[src/rtl/ccff_cfg_pkg.sv]
// Shared types and sizing helpers for the configuration-chain loader.
package ccff_cfg_pkg;

    // Loader sequencing states.
    typedef enum logic [1:0] {
        ST_IDLE = 2'd0,
        ST_LOAD = 2'd1,
        ST_DONE = 2'd2,
        ST_ERR  = 2'd3
    } state_e;

    // Number of input words needed to cover the whole chain.
    function automatic int words_needed(input int chain_len, input int word_w);
        return (chain_len + word_w - 1) / word_w;
    endfunction

    // Bits actually shifted from the final word; the low pad bits are dropped.
    function automatic int last_word_bits(input int chain_len, input int word_w);
        return ((chain_len % word_w) == 0) ? word_w : (chain_len % word_w);
    endfunction

    // Width of a counter that must hold 0..n inclusive.
    function automatic int count_width(input int n);
        return (n < 1) ? 1 : $clog2(n + 1);
    endfunction

    // Sizing for the default fabric tile (40-bit chain, byte-wide bitstream).
    localparam int DEF_CHAIN_LEN    = 40;
    localparam int DEF_WORD_W       = 8;
    localparam int DEF_COUNT_W      = count_width(DEF_CHAIN_LEN);
    localparam int DEF_WORDS_NEEDED = words_needed(DEF_CHAIN_LEN, DEF_WORD_W);
    localparam int DEF_LAST_BITS    = last_word_bits(DEF_CHAIN_LEN, DEF_WORD_W);

endpackage

[src/rtl/ccff_word_serializer.sv]
// One-word buffer that turns accepted bitstream words into an MSB-first
// serial stream with a registered head bit and shift enable.
module ccff_word_serializer
    import ccff_cfg_pkg::*;
#(
    parameter int WORD_W       = 8,
    parameter int WORDS_NEEDED = 5,
    parameter int LAST_BITS    = 8
) (
    input  logic              prog_clk,
    input  logic              pReset,
    input  logic              clear,
    input  logic              enable,
    input  logic [WORD_W-1:0] cfg_data,
    input  logic              cfg_valid,
    output logic              cfg_ready,
    output logic              accept,
    output logic              waiting,
    output logic              shift_en,
    output logic              head
);

    localparam int REM_W = count_width(WORD_W);
    localparam int WL_W  = count_width(WORDS_NEEDED);
    // rem counts bits still in the buffer behind the bit currently on head.
    localparam logic [REM_W-1:0] REM_FULL  = REM_W'(WORD_W - 1);
    localparam logic [REM_W-1:0] REM_LAST  = REM_W'(LAST_BITS - 1);
    localparam logic [WL_W-1:0]  WL_START  = WL_W'(WORDS_NEEDED);

    logic [WORD_W-1:0] buf_reg, buf_next;
    logic [REM_W-1:0]  rem_reg, rem_next;
    logic [WL_W-1:0]   words_left_reg, words_left_next;
    logic              shift_en_reg, shift_en_next;
    logic              head_reg, head_next;
    logic [WORD_W-1:0] buf_shl;
    logic [WORD_W-1:0] data_shl;

    // Left-shift by one of both the buffer and the incoming word.
    genvar gi;
    generate
        for (gi = 0; gi < WORD_W; gi++) begin : g_shift
            if (gi == 0) begin : g_lsb
                assign buf_shl[gi]  = 1'b0;
                assign data_shl[gi] = 1'b0;
            end else begin : g_upper
                assign buf_shl[gi]  = buf_reg[gi-1];
                assign data_shl[gi] = cfg_data[gi-1];
            end
        end
    endgenerate

    // Ready as soon as the buffer is empty, so the next word's MSB follows
    // the current word's LSB with no gap.
    assign cfg_ready = enable && (rem_reg == '0) && (words_left_reg != '0);
    assign accept    = cfg_valid && cfg_ready;
    assign waiting   = (rem_reg == '0) && (words_left_reg != '0) && !shift_en_reg;
    assign shift_en  = shift_en_reg;
    assign head      = head_reg;

    // Next-state: load a word onto head, or shift the next buffered bit out.
    always_comb begin
        buf_next        = buf_reg;
        rem_next        = rem_reg;
        words_left_next = words_left_reg;
        shift_en_next   = 1'b0;
        head_next       = head_reg;
        if (clear) begin
            buf_next        = '0;
            rem_next        = '0;
            words_left_next = WL_START;
            head_next       = 1'b0;
        end else if (!enable) begin
            buf_next = '0;
            rem_next = '0;
        end else if (accept) begin
            head_next       = cfg_data[WORD_W-1];
            shift_en_next   = 1'b1;
            buf_next        = data_shl;
            rem_next        = (words_left_reg == WL_W'(1)) ? REM_LAST : REM_FULL;
            words_left_next = words_left_reg - WL_W'(1);
        end else if (rem_reg != '0) begin
            head_next     = buf_reg[WORD_W-1];
            shift_en_next = 1'b1;
            buf_next      = buf_shl;
            rem_next      = rem_reg - REM_W'(1);
        end
    end

    // Buffer, counters and registered chain outputs.
    always_ff @(posedge prog_clk or posedge pReset) begin
        if (pReset) begin
            buf_reg        <= '0;
            rem_reg        <= '0;
            words_left_reg <= '0;
            shift_en_reg   <= 1'b0;
            head_reg       <= 1'b0;
        end else begin
            buf_reg        <= buf_next;
            rem_reg        <= rem_next;
            words_left_reg <= words_left_next;
            shift_en_reg   <= shift_en_next;
            head_reg       <= head_next;
        end
    end

endmodule

[src/rtl/ccff_chain_loader.sv]
// Configuration-chain sequencer: serialises exactly CHAIN_LEN bitstream bits
// onto the config flip-flop chain and counts ones returning at the tail.
module ccff_chain_loader #(
    parameter int CHAIN_LEN = 40,
    parameter int WORD_W    = 8,
    parameter int TIMEOUT   = 255
) (
    input  logic                           prog_clk,
    input  logic                           pReset,
    input  logic                           start,
    input  logic                           abort,
    input  logic [WORD_W-1:0]              cfg_data,
    input  logic                           cfg_valid,
    output logic                           cfg_ready,
    output logic                           ccff_head,
    output logic                           ccff_shift_en,
    input  logic                           ccff_tail,
    output logic                           busy,
    output logic                           done,
    output logic                           error,
    output logic [$clog2(CHAIN_LEN+1)-1:0] bits_loaded,
    output logic [$clog2(CHAIN_LEN+1)-1:0] tail_ones
);
    import ccff_cfg_pkg::*;

    localparam int CNT_W        = $clog2(CHAIN_LEN + 1);
    localparam int STALL_W      = count_width(TIMEOUT);
    localparam int WORDS_NEEDED = words_needed(CHAIN_LEN, WORD_W);
    localparam int LAST_BITS    = last_word_bits(CHAIN_LEN, WORD_W);
    localparam logic [CNT_W-1:0]   FINAL_BIT   = CNT_W'(CHAIN_LEN - 1);
    localparam logic [STALL_W-1:0] STALL_LIMIT = STALL_W'(TIMEOUT - 1);

    state_e             state_reg, state_next;
    logic [CNT_W-1:0]   bits_reg, bits_next;
    logic [CNT_W-1:0]   ones_reg, ones_next;
    logic [STALL_W-1:0] stall_reg, stall_next;

    logic load_entry;
    logic in_load;
    logic ser_enable;
    logic ser_accept;
    logic ser_waiting;
    logic ser_shift_en;
    logic ser_head;
    logic starved;

    assign in_load    = (state_reg == ST_LOAD);
    assign load_entry = start && !in_load;
    // Abort removes the enable in its own cycle so no further bit is issued.
    assign ser_enable = in_load && !abort;
    assign starved    = in_load && ser_waiting && !ser_accept;

    ccff_word_serializer #(
        .WORD_W       (WORD_W),
        .WORDS_NEEDED (WORDS_NEEDED),
        .LAST_BITS    (LAST_BITS)
    ) u_serializer (
        .prog_clk  (prog_clk),
        .pReset    (pReset),
        .clear     (load_entry),
        .enable    (ser_enable),
        .cfg_data  (cfg_data),
        .cfg_valid (cfg_valid),
        .cfg_ready (cfg_ready),
        .accept    (ser_accept),
        .waiting   (ser_waiting),
        .shift_en  (ser_shift_en),
        .head      (ser_head)
    );

    // Next-state logic: abort beats completion, completion beats timeout.
    always_comb begin
        state_next = state_reg;
        case (state_reg)
            ST_LOAD: begin
                if (abort) begin
                    state_next = ST_ERR;
                end else if (ser_shift_en && (bits_reg == FINAL_BIT)) begin
                    state_next = ST_DONE;
                end else if (starved && (stall_reg == STALL_LIMIT)) begin
                    state_next = ST_ERR;
                end
            end
            default: begin
                if (start) begin
                    state_next = ST_LOAD;
                end
            end
        endcase
    end

    // Shift/tail counters and starvation timer; frozen outside LOAD.
    always_comb begin
        bits_next  = bits_reg;
        ones_next  = ones_reg;
        stall_next = stall_reg;
        if (load_entry) begin
            bits_next  = '0;
            ones_next  = '0;
            stall_next = '0;
        end else if (in_load) begin
            if (ser_shift_en) begin
                bits_next = bits_reg + CNT_W'(1);
                if (ccff_tail) begin
                    ones_next = ones_reg + CNT_W'(1);
                end
            end
            if (ser_accept) begin
                stall_next = '0;
            end else if (starved) begin
                stall_next = stall_reg + STALL_W'(1);
            end
        end
    end

    // State and counter registers.
    always_ff @(posedge prog_clk or posedge pReset) begin
        if (pReset) begin
            state_reg <= ST_IDLE;
            bits_reg  <= '0;
            ones_reg  <= '0;
            stall_reg <= '0;
        end else begin
            state_reg <= state_next;
            bits_reg  <= bits_next;
            ones_reg  <= ones_next;
            stall_reg <= stall_next;
        end
    end

    // Head is held between shifts during a load and parked at 0 otherwise.
    assign ccff_shift_en = in_load && ser_shift_en;
    assign ccff_head     = in_load && ser_head;
    assign busy          = in_load;
    assign done          = (state_reg == ST_DONE);
    assign error         = (state_reg == ST_ERR);
    assign bits_loaded   = bits_reg;
    assign tail_ones     = ones_reg;

endmodule

[config.mk]
export PLATFORM = sky130hd
export DESIGN_NAME = ccff_chain_loader
export DESIGN_NICKNAME = d
export VERILOG_FILES = /design/src/rtl/ccff_cfg_pkg.sv /design/src/rtl/ccff_word_serializer.sv /design/src/rtl/ccff_chain_loader.sv
export SDC_FILE = /design/constraint.sdc
export NUM_CORES = 1
export LEC_CHECK = 0
export CAP_MARGIN = 10
export CORE_ASPECT_RATIO = 1.4
export CORE_UTILIZATION = 55
export CTS_BUF_LIST = sky130_fd_sc_hd__clkbuf_2
export DETAILED_ROUTE_END_ITERATION = 10
export GPL_TIMING_DRIVEN = 1
export MAX_ROUTING_LAYER = met4
export PLACE_DENSITY = 0.94
export SYNTH_ARGS = -nofsm -noshare
export SYNTH_HDL_FRONTEND = slang
export SYNTH_SLANG_ARGS = --single-unit
[constraint.sdc]
create_clock -name prog_clk -period 2.6 [get_ports prog_clk]
set_input_delay 0.39 -clock prog_clk [delete_from_list [all_inputs] [get_ports prog_clk]]
set_output_delay 0.39 -clock prog_clk [all_outputs]
set_load 0.01 [all_outputs]
==> results.toml, run 1 <==
[global_route]
overflow = 0
antenna_found_initial = 0
grt_max_degree = 39
grtUsageMet2_pct = 45.7
gr-usage-met1_pct = 28.5
grt_pass1_vias = 1626
top_usage_layer = "met2"
groute.usage.overall_pct = 26.7
grt_pass1_wl_um = 7180
grt.met3_usage_pct = 7.04

[synthesis]
ys_ff_latch = 38
syn-cell-area_mm2 = 0.00200
synthArstFlopShare_pct = 100
postSynthCellCount = 198
syn_nets = 220
synth-edff-count = 0
yosysUniqueCellTypes = 46
syn_avg_cell_area_um2 = 10.1
yosysWarnings = 0
synth_flop_cell = "dfrtp_1"
ys_seq_area_share_pct = 47.5

[setup_path]
cp_num_buf_inv = 2
cpMaxStageDelayCell = "or4b_4"
arrival_ns = 2.08
required_ns = 2.21
crit_chain = "inv_1 > ha_1 > ha_1 > or4b_4 > nor2_1 > clkbuf_2"
slowest_delay_ns = 0.52
worst_r2r_path_depth = 8
critPathLaunchType = "register"
critPathMaxFanout = 3
critPathTopFamily = "simple AND/OR/NAND/NOR gates"
crit_path_end_kind = "output port"
cp_common_cell = "ha_1"
path_depth = 6
crit_type = "reg2out"

[route]
initialDrtViolationCount = 59
first_pass_iters = 5
drc_errors = 0
wl_um = 4300
wl_per_cell_um = 15.5
antenna_left = 0
routed-via-count = 1653
routed_via_density = 5.95

[clock_network]
clock_path_buffers = 2
ctsRootBufferMaster = "clkbuf_2"
htree_levels = 2
cts_setup_buffers = 0
clk_pin_slew_ns = 0.22
cts_tree = "yes"
insertion_delay_ns = 0.42
numCtsBuffers = 5
clock-sinks = 38

[floorplan]
start_util_pct = 58.2
dieArea_mm2 = 0.00389
fp.coreArea_mm2 = 0.00344
die_y_um = 73.4
ios = 32
die-width_um = 53.0
row_count = 25

[sta]
final_min_period_over_clock_period_pct = 94.9
worst_pin_slew_ns = 0.471
rsz0062_at_grt = "false"
slew_headroom_pct = 68.6
skew_ns = 0.0268
period_needed_ns = 2.47
worst_slack_ns = 0.133
tns_ns = 0
fmax_mhz = 405
final-setup-viol-count = 0
final_max_slew_viol_count = 0
hold_viol = 0

[pwr]
powerDensity_mw_per_mm2 = 863
leakage_uw = 0.00109
ir_drop_mv = 0.723

[worst_hold_path]
hold_class = "in2async"

[outcome]
outcome = "finished clean"

[cells_and_area]
fin_nets = 259
largest_reg_flops = 8
drive_gt1_share_pct = 9.24
final_core_util_pct = 71.7
syn_to_final_growth_pct = 23.2
nFillCells = 232
instances_no_fill = 278
multi_input_area_um2 = 980
seqCellArea_um2 = 951
antenna_cells = 0
finalInstanceArea_mm2 = 0.00247

[placement]
pre_cts_slack_ns = 0.226
place_inst = 270
dp_hpwl_um = 3150
io_buffers = 31
dpl_cell_area_mm2 = 0.00238
gp_congestion = 0.861

[run]
drv_cap = 0
tightest hold or removal path, delay by kind of cell:
family | cells | cell delay (ns)
buffers and inverters | 3 | 0.87
power by group:
part / total, µW / internal, µW / leakage [µW] / switching, µW
logic: 833 / 399 / 0.000538 / 434
clock network: 470 / 261 / 0.0000532 / 209
registers: 824 / 704 / 0.000502 / 120
total: 2130 / 1360 / 0.00109 / 763
metal layers:
metal  routed length [µm]  vias to the layer above
met5                    0                        -
met4                   98                        0
met3                  155                        9
met2                 2280                       50
met1                 1770                      810
li1                     -                      784
final timing paths:
kind | slack [ns] | to | startpoint
max | 0.13 | cfg_ready | u_serializer.words_left_reg[0]
min | 0.35 | u_serializer.rem_reg[0] | pReset
max reg2reg | 0.34 | u_serializer.head | u_serializer.words_left_reg[0]
min reg2reg | 0.52 | u_serializer.buf_reg[2] | u_serializer.buf_reg[2]
max in group asynchronous | 1.90 | stall_reg[0] | pReset
min in group prog_clk | 0.52 | u_serializer.buf_reg[2] | u_serializer.buf_reg[2]
cells in the mapped netlist (2+ instances only):
cell type | instances | area share, %
nand4_1 | 4 | 1.2
nand4b_1 | 2 | 0.88
inv_1 | 13 | 2.4
o22ai_1 | 2 | 0.62
a22o_1 | 2 | 0.88
nand2b_1 | 3 | 0.94
and3_1 | 2 | 0.62
ha_1 | 8 | 5.0
nand2_1 | 16 | 3.0
nor3_1 | 8 | 2.0
nand3_1 | 8 | 2.0
xor2_1 | 5 | 2.2
and2_1 | 6 | 1.9
a21oi_1 | 11 | 2.7
dfrtp_1 | 38 | 47
o211ai_1 | 2 | 0.75
xnor2_1 | 6 | 2.6
o21ai_0 | 4 | 1.0
mux2i_1 | 8 | 4.0
clkbuf_1 | 3 | 0.56
nor2_1 | 15 | 2.8
or3_1 | 2 | 0.62
a211o_1 | 2 | 0.88
o2bb2ai_1 | 6 | 2.6
final cells by class:
class	instances	area share, %
timing repair buffer	36	13.9
clock buffer	5	1.01
sequential	38	38.6
clock inverter	3	2.79
inverter	13	1.98
tap	40	2.03
multi-input combinational	143	39.7
cell usage in the layout (no fill, tap or decap), types with 3 or more instances in the layout:
master	Yosys	routed
dfrtp_1	38	38
nand4_1	4	4
a21oi_1	11	11
inv_1	13	13
mux2i_1	8	8
clkbuf_2	0	6
xnor2_1	6	6
clkdlybuf4s50_1	0	30
o2bb2ai_1	6	6
nor2_1	15	15
buf_4	0	5
ha_1	8	8
o21ai_0	4	4
nand3_1	8	8
and2_1	6	6
nor3_1	8	8
nand2_1	16	16
nand2b_1	3	3
xor2_1	5	5
cells by family after synthesis:
group,count (synthesis),share of synthesized area (%)
xor+xnor,11,4.81
flops,38,47.5
fa+ha+maj,8,5.00
simple gates,79,22.1
compound gates,36,12.4
mux,9,4.56
buf+inv,17,3.56
stage by stage:
step / hold slack [ns] / power (µW)
after floorplan: 0.455 / 1380
after global placement: 0.471 / 1620
after detailed placement: 0.478 / 1660
after CTS: 0.376 / 2130
after global routing: 0.388 / 2260
final: 0.350 / 2130
what timing repair did:
item	4_1_cts	5_1_grt
resized for setup	1	2
endpoints found under the setup margin	1	1
hold buffers	0	0
No activity file was read; power rests on OpenSTA's default activity.
==> run 2, diff against run 1 <==
--- a/config.mk
+++ b/config.mk
@@ -13,6 +13,7 @@
 export GPL_TIMING_DRIVEN = 1
 export MAX_ROUTING_LAYER = met4
 export PLACE_DENSITY = 0.94
+export REMOVE_ABC_BUFFERS = 1
 export SYNTH_ARGS = -nofsm -noshare
 export SYNTH_HDL_FRONTEND = slang
 export SYNTH_SLANG_ARGS = --single-unit
==> results.toml, run 2 (synthesis results as in run 1) <==
[placement]
gp_congestion = 0.865
pre_cts_slack_ns = 0.245
io_buffers = 31
dp_hpwl_um = 3030

[cells_and_area]
fin_nets = 259
syn_to_final_growth_pct = 20.6
drive_gt1_share_pct = 8.82
antenna_cells = 0
largest_reg_flops = 8
final_common_cell = "dfrtp_1"
mostFrequentLayoutCells = "dfrtp_1 (38), clkdlybuf4s50_1 (30), nand2_1 (16)"
nFillCells = 251

[sta]
hold_viol = 0
rsz0062_at_grt = "false"
worst_slack_ns = 0.151
final_max_slew_viol_count = 0
tns_ns = 0
final-setup-viol-count = 0
period_needed_ns = 2.45
final_min_period_over_clock_period_pct = 94.2
slew_headroom_pct = 69.2
fmax_mhz = 408
skew_ns = 0.0208
worst_pin_slew_ns = 0.461

[setup_path]
slowest_delay_ns = 0.52
arrival_ns = 2.06
cp_common_cell = "ha_1"
startpoint = "u_serializer.words_left_reg[0]"
worst_r2r_path_depth = 8
cpMaxStageDelayCell = "or4b_4"
crit_type = "reg2out"
critPathLaunchType = "register"
reg2reg_slack_ns = 0.28
cp_num_buf_inv = 2
crit_chain = "inv_1 > ha_1 > ha_1 > or4b_4 > nor2_1 > clkbuf_2"
critPathTopFamily = "simple AND/OR/NAND/NOR gates"
critPathMaxFanout = 3
worstReg2RegEnd = "u_serializer.buf_reg[6]"
crit_path_end_kind = "output port"
required_ns = 2.21
r2r_start = "u_serializer.words_left_reg[0]"

[floorplan]
start_util_pct = 58.2
fp.coreArea_mm2 = 0.00344
die_y_um = 73.4
ios = 32
row_count = 25
dieArea_mm2 = 0.00389
die-width_um = 53.0

[route]
first_pass_iters = 4
antenna_left = 0
initialDrtViolationCount = 36
routed_via_density = 5.90
routed-via-count = 1639
drc_errors = 0
wl_per_cell_um = 14.8
wl_um = 4120

[clock_network]
ctsRootBufferMaster = "clkbuf_2"
clk_pin_slew_ns = 0.19
clock-sinks = 38
insertion_delay_ns = 0.40
htree_levels = 2
cts_hold_buf = 0
clock_path_buffers = 2
cts_tree = "yes"
numCtsBuffers = 5

[global_route]
groute.usage.overall_pct = 26.2
grt_max_degree = 39
grt_pass1_vias = 1633
grt_pass1_wl_um = 7080
overflow = 0
antenna_found_initial = 0

[pwr]
leakage_uw = 0.00107
powerDensity_mw_per_mm2 = 776
ir_drop_mv = 0.600

[outcome]
outcome = "finished clean"

[run]
drv_cap = 0

[worst_hold_path]
hold_class = "in2async"
run 2: cell types whose count changed in the layout (fill, tap and decap cells not counted):
cell	before	now
bufinv_16	2	0
clkinv_1	0	1
clkinv_2	0	1
clkinv_4	1	0
clkinvlp_4	0	1
run 2: metal layers:
metal	up-vias	GRT usage, %	share of wire [%]
met2	47	44.0	52
met1	796	27.7	41
met3	14	6.83	4.5
met4	0	13.5	2.9
met5	-	-	0
li1	782	-	-
run 2: how the worst max path moves through the flow:
stage               depth (start not counted)            to  slack [ns]
floorplan                                   7  stall_reg[6]        0.22
global placement                            6     cfg_ready        0.27
detailed placement                          6     cfg_ready        0.25
CTS                                         6     cfg_ready        0.02
global route                                6     cfg_ready        0.04
finish                                      6     cfg_ready        0.15
run 2: worst reg2reg max path: cells and delay by family (launching register included):
kind,cells,cell delay (ns)
AND/OR/NAND/NOR,2,0.80
adder cells (fa/ha/maj),2,0.43
flip-flops,1,0.37
buffers and inverters,2,0.32
multiplexers,1,0.21
AO/OA/AOI/OAI,1,0.08
run 2: power breakdown:
group,internal (µW),switching (µW)
logic,382,412
registers,705,119
clock network,61.2,195
total,1150,725
run 2: what timing repair did:
action / in CTS / in global routing
gates resized for setup: 1 / 2
endpoints found under the setup margin: 1 / 1
setup buffers: 0 / 0
run 2: final cells by class:
class                      count  area [µm²]  share of cell area (%)
tap                           40        50.0                    2.07
sequential                    38         951                    39.4
timing repair buffer          36         343                    14.2
multi-input combinational    143         980                    40.6
clock buffer                   5        25.0                    1.04
inverter                      13        48.8                    2.02
clock inverter                 3        16.3                   0.674
run 2: through the flow:
stage | hold slack, ns | power (µW) | std cells | utilization [%] | cell area, µm²
2_1_floorplan | 0.455 | 1370 | 194 | - | 1980
3_3_place_gp | 0.471 | 1590 | 270 | 69.1 | 2380
3_5_place_dp | 0.482 | 1630 | 270 | 69.1 | 2380
4_1_cts | 0.366 | 1880 | 278 | 70.3 | 2420
5_1_grt | 0.379 | 2010 | 278 | 70.1 | 2410
6_report | 0.363 | 1870 | 278 | 70.1 | 2410
